==> src/rtl/fc_argmax.sv <==
// fc_argmax: running argmax over one frame of NUM_CLASS signed scores from the fc layer.
// Optional score log enabled by defining FC_ARGMAX_SCORE_LOG_EN.
module fc_argmax #(
   parameter int NUM_CLASS = 10,
   parameter int IDX_W     = 4,
   parameter int DW        = 32
) (
   input  logic             clk,
   input  logic             rstn,
   input  logic             ivalid,
   input  logic [DW-1:0]    din,
   input  logic             frame_clr,
   output logic             ovalid,
   output logic [IDX_W-1:0] class_idx,
   output logic [DW-1:0]    max_score,
   output logic             busy,
   input  logic [IDX_W-1:0] rd_addr,
   output logic [DW-1:0]    rd_data
);
   typedef enum logic {IDLE, ACC} state_t;
   localparam logic [IDX_W-1:0] LAST = IDX_W'(NUM_CLASS - 1);
   state_t           state;
   logic [IDX_W-1:0] cnt, run_idx;
   logic [DW-1:0]    run_max;
   logic             gt;
   assign gt = $signed(din) > $signed(run_max);
   always_ff @(posedge clk or negedge rstn)
      if (!rstn) begin
         state     <= IDLE;
         cnt       <= '0;
         run_max   <= '0;
         run_idx   <= '0;
         ovalid    <= 1'b0;
         class_idx <= '0;
         max_score <= '0;
         busy      <= 1'b0;
      end else begin
         ovalid <= 1'b0;
         if (frame_clr) begin
            state <= IDLE;
            cnt   <= '0;
            busy  <= 1'b0;
         end else if (ivalid) begin
            if (state == IDLE) begin
               if (NUM_CLASS == 1) begin
                  class_idx <= '0;
                  max_score <= din;
                  ovalid    <= 1'b1;
               end else begin
                  run_max <= din;
                  run_idx <= '0;
                  cnt     <= IDX_W'(1);
                  state   <= ACC;
                  busy    <= 1'b1;
               end
            end else if (cnt == LAST) begin
               // last sample joins the compare on the finishing edge
               class_idx <= gt ? cnt : run_idx;
               max_score <= gt ? din : run_max;
               ovalid    <= 1'b1;
               state     <= IDLE;
               cnt       <= '0;
               busy      <= 1'b0;
            end else begin
               run_max <= gt ? din : run_max;
               run_idx <= gt ? cnt : run_idx;
               cnt     <= cnt + IDX_W'(1);
            end
         end
      end
`ifdef FC_ARGMAX_SCORE_LOG_EN
   logic [DW-1:0] log_mem [NUM_CLASS];
   always_ff @(posedge clk or negedge rstn)
      if (!rstn) begin
         for (int i = 0; i < NUM_CLASS; i++) log_mem[i] <= '0;
      end else if (ivalid && !frame_clr) begin
         log_mem[cnt] <= din;
      end
   assign rd_data = ({1'b0, rd_addr} < (IDX_W + 1)'(NUM_CLASS)) ? log_mem[rd_addr] : '0;
`else
   logic unused_rd;
   assign unused_rd = ^rd_addr;
   assign rd_data   = '0;
`endif
endmodule

==> config.mk <==
export PLATFORM = sky130hd
export DESIGN_NAME = fc_argmax
export DESIGN_NICKNAME = d
export VERILOG_FILES = /design/src/rtl/fc_argmax.sv
export SDC_FILE = /design/constraint.sdc
export NUM_CORES = 1
export LEC_CHECK = 0
export ABC_AREA = 1
export CAP_MARGIN = 20
export CELL_PAD_IN_SITES_DETAIL_PLACEMENT = 0
export CELL_PAD_IN_SITES_GLOBAL_PLACEMENT = 1
export CORE_MARGIN = 5
export CORE_UTILIZATION = 38
export CTS_BUF_LIST = sky130_fd_sc_hd__clkbuf_4 sky130_fd_sc_hd__clkbuf_8
export CTS_CLUSTER_DIAMETER = 50
export DETAILED_ROUTE_END_ITERATION = 16
export GPL_ROUTABILITY_DRIVEN = 1
export HOLD_SLACK_MARGIN = 0.15
export PLACE_DENSITY_LB_ADDON = 0.1
export SYNTH_ARGS = -nofsm -noshare
export SYNTH_HDL_FRONTEND = slang
export SYNTH_SLANG_ARGS = --single-unit
==> constraint.sdc <==
create_clock -name clk -period 2.51 [get_ports clk]
set_clock_uncertainty 0.05 [all_clocks]
set_input_delay 0.502 -clock clk [delete_from_list [all_inputs] [get_ports clk]]
set_output_delay 0.502 -clock clk [all_outputs]
set_load 0.01 [all_outputs]
# Yosys cells after proc, flatten, opt, wreduce, memory -nomap -nowiden
# Cells that the tools add are included.
[totals] output_inout_bits=70 reg_bits=79 wordCells=40 inputBits=40
[op_classes] order_cmp=1 n_bitwise=1 n_addsub=1 eq_ne=3 n_reduce_logical=4 muxes=22
[ops] cell="$mux 32" count=3
[ops] cell="$gt 32x32->1" count=1
[ops] cell="$mux 4" count=7
[ops] cell="$mux 1" count=12
[ops] cell="$add 4x1->4 const B" count=1
[ops] cell="$eq 4x4->1 const B" count=1
[ops] cell="$reduce_and 4->1" count=1
[ops] cell="$ne 3x2->1 const B" count=1
[ops] cell="$reduce_and 3->1" count=1
[ops] cell="$ne 2x2->1 const B" count=1
[ops] cell="$reduce_and 2->1" count=1
[ops] cell="$reduce_bool 2->1" count=1
[ops] cell="$not 1->1" count=1

# Depth between registers and ports, before layout
[logic_depth] ltp_word=5 ltp_mapped=20 ltp_nobuf=19

# Least setup slack after synthesis
# OpenSTA, ideal clock, no wires.
[synth_timing] path_kind="input port to flip-flop" from="input din[31]" to="register run_max[0]" t_required_ps=2343 stages=13 arrival_time_ps=2035 path_slack_ps=309 n_path_buf=1 setup_time_ps=117 cell_sequence="ha_1 > a21oi_1 > o21a_1 > nand2_1 > a21oi_2 > nand2_2 > nand2_4 > nand3_4 > buf_6 > nand2_1 > nand3_1 > nand2_1 > nand2_1"
[synth_between] elab_chain_cells=4
[synth_lines] item="start, declared" line="11" source="input logic [DW-1:0] din,"
[synth_lines] item="$gt 32x32->1" line="26" source="assign gt = $signed(din) > $signed(run_max);"
[synth_lines] item="$mux 32 (3 in a row)"
[synth_lines] item="end signal, assigned" line="50" source="run_max <= din;"
[synth_lines] item="end signal, assigned" line="65" source="run_max <= gt ? din : run_max;"
[synth_lines] item="end, declared" line="24" source="logic [DW-1:0] run_max;"
# Every way passes these cells. The select of a mux whose other input is x is not followed.
# A chain may end at the register's enable or synchronous reset.

# Worst setup path in the final report
[layout_timing] from="input din[14]" to="register run_max[21]"
# Same word-level chain as after synthesis.

==> Implementation_results.wiki <==
{| class="wikitable"
! Metric !! Value
|-
| Outcome || finished clean
|-
| Buffer cell driving the clock tree root || clkbuf_8
|-
| Transition time at the pin with the least slew margin || 0.7166 ns
|-
| Clock tree from TritonCTS || built
|-
| Max-Slew Margin vs Limit || 52.23%
|-
| Max Fanout on Critical Path || 6
|-
| Fraction of power consumed by the clock network || 22.5%
|-
| DRC violation total after the first TritonRoute iteration || 274
|-
| Total Die Area || 0.01601 sq mm
|-
| Area share of fa/ha/maj cells after synthesis || 8.242%
|-
| Die width || 126.5 microns
|-
| Clock sink total || 79
|-
| Avg Vias per Cell || 4.757
|-
| Count of input and output buffers || 73
|-
| Largest family of logic cells by synthesized area || simple AND/OR/NAND/NOR gates
|-
| Total power density per cell area || 594.9 mW/mm^2
|-
| Share of total power in combinational logic || 41.0%
|-
| Final setup fails || 0
|-
| Synth Area in Compound Gates || 3.612%
|-
| Post-synthesis to final-layout area growth || 32.46%
|-
| Clk Latency, worst-skew pair || 0.37 ns
|-
| Leading cell type by number of instances after synthesis || nand2_1
|-
| Time the final worst path needs with I/O delays and setup || 2.422 ns
|-
| Number of hold violations in the final report || 0
|-
| PnR worst setup slack || 0.08799 ns
|-
| Top cell type's share of synthesized area || 38.30%
|-
| Average cell area after synthesis || 6.965 sq um
|-
| Syn. warnings || 0
|-
| Maximum resistive drop on vdd || 296.7 uV
|-
| CTS HTree Levels || 3
|-
| Total wirelength of the detailed-routed design || 14.36 mm
|-
| # rows || 42
|-
| Power share of the sequential group || 36.5%
|-
| Startpoint kind of the worst setup timing path || primary input
|-
| Wire length of the first global-routing pass || 22.52 mm
|-
| Type of the most critical hold path || reg2reg
|-
| Number of global-route vias before repair || 4730
|-
| Distinct cell type count after synthesis || 26
|-
| Top Ports || 110
|-
| Worst endpoint data arrival time || 2.64 ns
|-
| Summed negative setup slack over all endpoints || 0 ns
|-
| DR WL/cell || 13.94 microns
|-
| Detailed-routing iteration count for the pre-antenna-repair pass || 4
|-
| Total number of vias || 4900
|-
| Async set-reset flop share out of synthesis || 100.0%
|-
| Starting density of the core || 38.82%
|-
| XOR/XNOR share of the synthesized area || 0.1697%
|-
| Mapped Area || 0.005161 sq mm
|-
| Most used DFF post-synth || dfrtp_1
|-
| Final cycle utilization of the critical path || 96.49%
|-
| Max Clk Rate || 0.4129 GHz
|-
| Leak || 3.850 nW
|-
| Wire length on met2 || 7.116 mm
|-
| Synthesis-stage register bit count || 79
|-
| Final max-slew violation count || 0
|-
| CTS Buf Count || 9
|-
| Crit. End Element || register
|-
| Cell internal power dissipation || 0.002515 W
|-
| Simple-gate portion of the synthesized area || 37.89%
|-
| Reg area || 0.001978 sq mm
|-
| Worst slack after detailed placement || -0.3698 ns
|-
| Ratio of cells with drive above 1 in the final layout || 12.30%
|-
| Post-Syn Instances || 741
|-
| Proportion of synthesized chip area in sequential cells || 38.30%
|-
| Max_cap viols || 0
|-
| Number of synthesized flops with an enable pin || 0
|-
| Cell area after placement || 0.006269 sq mm
|-
| Switching share of power || 38.16%
|-
| Top cells by count, synth || nand2_1, dfrtp_1, nor2_1
|-
| Antenna violations before repair || 0
|-
| Required arrival time at the worst endpoint || 2.73 ns
|-
| Remaining antenna violation count || 0
|-
| Buffers from clock root to sink, at most || 2
|-
| Placed wire-length estimate || 9.500 mm
|-
| Detail Route met3 WL || 468 microns
|-
| Global Route Usage Sum || 17.30%
|-
| Remaining global-route overflow || 0
|-
| Ranking of synthesized cells by area || dfrtp_1, nand2_1, ha_1
|-
| Die H || 126.5 microns
|-
| Footprint of the multi-input gates || 0.002826 sq mm
|-
| Switching power of the nets || 0.001552 W
|-
| Met1 Wirelength || 6.584 mm
|-
| Area of the core || 0.01330 sq mm
|-
| Biggest area consumer among synthesized cells || dfrtp_1
|-
| Antenna cell count || 0
|-
| Final core utilization || 51.42%
|-
| Finished Cell Area || 0.006837 sq mm
|-
| Nets || 923
|-
| Mux contribution to synthesized area || 0%
|-
| Count of placed standard cells in the final layout, fillers left out || 1030
|-
| Critical setup path kind || in2reg
|-
| Fillers || 1321
|-
| Highest metal layer with signal wires || met4
|-
| Largest net degree at the start of global routing || 66
|-
| Final routed DRC violation total || 0
|-
| Cell count after placement || 1000
|-
| Clock slew seen by the registers of the worst setup and hold paths || 0.09 ns
|-
| Routability congestion estimate from global placement || 0.7890
|}
cells in the final DEF (no fill, tap or decap):
| master | Yosys | final |
|---|---|---|
| nand2_1 | 309 | 301 |
| dfrtp_1 | 79 | 78 |
| nor2_1 | 79 | 76 |
| inv_1 | 56 | 56 |
| buf_4 | 32 | 44 |
| clkdlybuf4s50_1 | 0 | 42 |
| nand4_1 | 38 | 38 |
| nand3_1 | 36 | 36 |
| conb_1 | 1 | 32 |
| dlymetal6s2s_1 | 0 | 30 |
| ha_1 | 34 | 29 |
| o21ai_0 | 12 | 11 |
| nand2_2 | 3 | 10 |
| buf_12 | 0 | 10 |
| a21oi_1 | 15 | 9 |
| clkbuf_8 | 0 | 9 |
| a21oi_2 | 1 | 6 |
| ha_4 | 0 | 5 |
| nor2_2 | 1 | 3 |
| inv_6 | 0 | 3 |
| clkbuf_16 | 0 | 3 |
| nand2_4 | 1 | 2 |
| o21a_1 | 2 | 2 |
| nand3_4 | 2 | 2 |
| o22ai_1 | 2 | 2 |
| nor3_1 | 2 | 2 |
| clkinvlp_4 | 0 | 2 |
| a21o_1 | 1 | 1 |
| o21ai_1 | 0 | 1 |
| nor2_4 | 0 | 1 |
| a21oi_4 | 0 | 1 |
| xor2_1 | 1 | 1 |
| o211ai_1 | 1 | 1 |
| clkinv_2 | 0 | 1 |
| clkinv_4 | 0 | 1 |
| buf_6 | 3 | 1 |
| dlygate4sd3_1 | 0 | 1 |
| dfrtp_2 | 0 | 1 |
kinds of logic (layout without fill, tap and decap cells):
| logic type | after synthesis | after routing |
|---|---|---|
| fa+ha+maj | 34 | 34 |
| simple gates | 471 | 471 |
| xor+xnor | 1 | 1 |
| other cells | 1 | 32 |
| buf+inv | 121 | 203 |
| flops | 79 | 79 |
| compound gates | 34 | 34 |
critical path, stage by stage:
cell and delay (ns):
clkdlybuf4s50_1 0.45, ha_1 0.32, nand2_2 0.08, o21ai_1 0.08, a21oi_2 0.16, nand2_2 0.09
nand2_4 0.09, nand3_4 0.11, buf_12 0.15, buf_4 0.12, buf_4 0.15, nand4_1 0.11
nand3_1 0.08, nand2_1 0.08, nand2_1 0.05
registers in the layout (all words and copies together), names as in the netlist:
signal and flops:
max_score 32, run_max 32, class_idx 4, cnt 4
run_idx 4, busy 1, ovalid 1, state 1
final timing paths:
check,from,to,slack [ns],cells after the start
worst max register to register,run_max[21],run_max[29],0.16,14
max in group asynchronous,rstn,run_max[7],1.20,3
worst min register to register,max_score[12],max_score[12],0.43,2
worst min-delay path,max_score[12],max_score[12],0.43,2
worst max-delay path,din[14],run_max[21],0.09,15
min in group asynchronous,rstn,max_score[3],0.57,2
repair_timing:
item / 4_1_cts / 5_1_grt
hold buffers: 1 / 0
setup buffers: 0 / 9
gates resized for setup: 0 / 57
hold endpoints to repair: 28 / 0
endpoints found under the setup margin: 0 / 71
per-layer routing:
layer | track usage (%) | up-vias
li1 | - | 2494
met2 | 29.17 | 75
met1 | 22.57 | 2316
met5 | 0 | -
met3 | 2.900 | 15
met4 | 5.804 | 0
per-stage QoR:
step,hold WS (ns),power [W]
after floorplan,0.1564,0.002436
after global placement,0.4119,0.002890
after detailed placement,0.4174,0.002922
after CTS,0.4395,0.003867
after global routing,0.4584,0.004385
final,0.4331,0.004067
area by class of cell:
class / count / area share, %
Clock buffer: 9 / 1.812
Inverter: 56 / 3.075
Tap cell: 176 / 3.221
Clock inverter: 7 / 0.8053
Multi-Input combinational cell: 572 / 41.34
Timing Repair Buffer: 131 / 20.81
Sequential cell: 79 / 28.93
power groups by stage:
stage / Sequential (W) / Clock (W) / Combinational [W]
global placement: 0.00150 / 0 / 0.00139
floorplan: 0.00150 / 0 / 0.000939
CTS: 0.00148 / 0.000958 / 0.00143
detailed placement: 0.00151 / 0 / 0.00141
global route: 0.00150 / 0.00100 / 0.00188
finish: 0.00148 / 0.000915 / 0.00167
(Power assumes the default switching activity.)
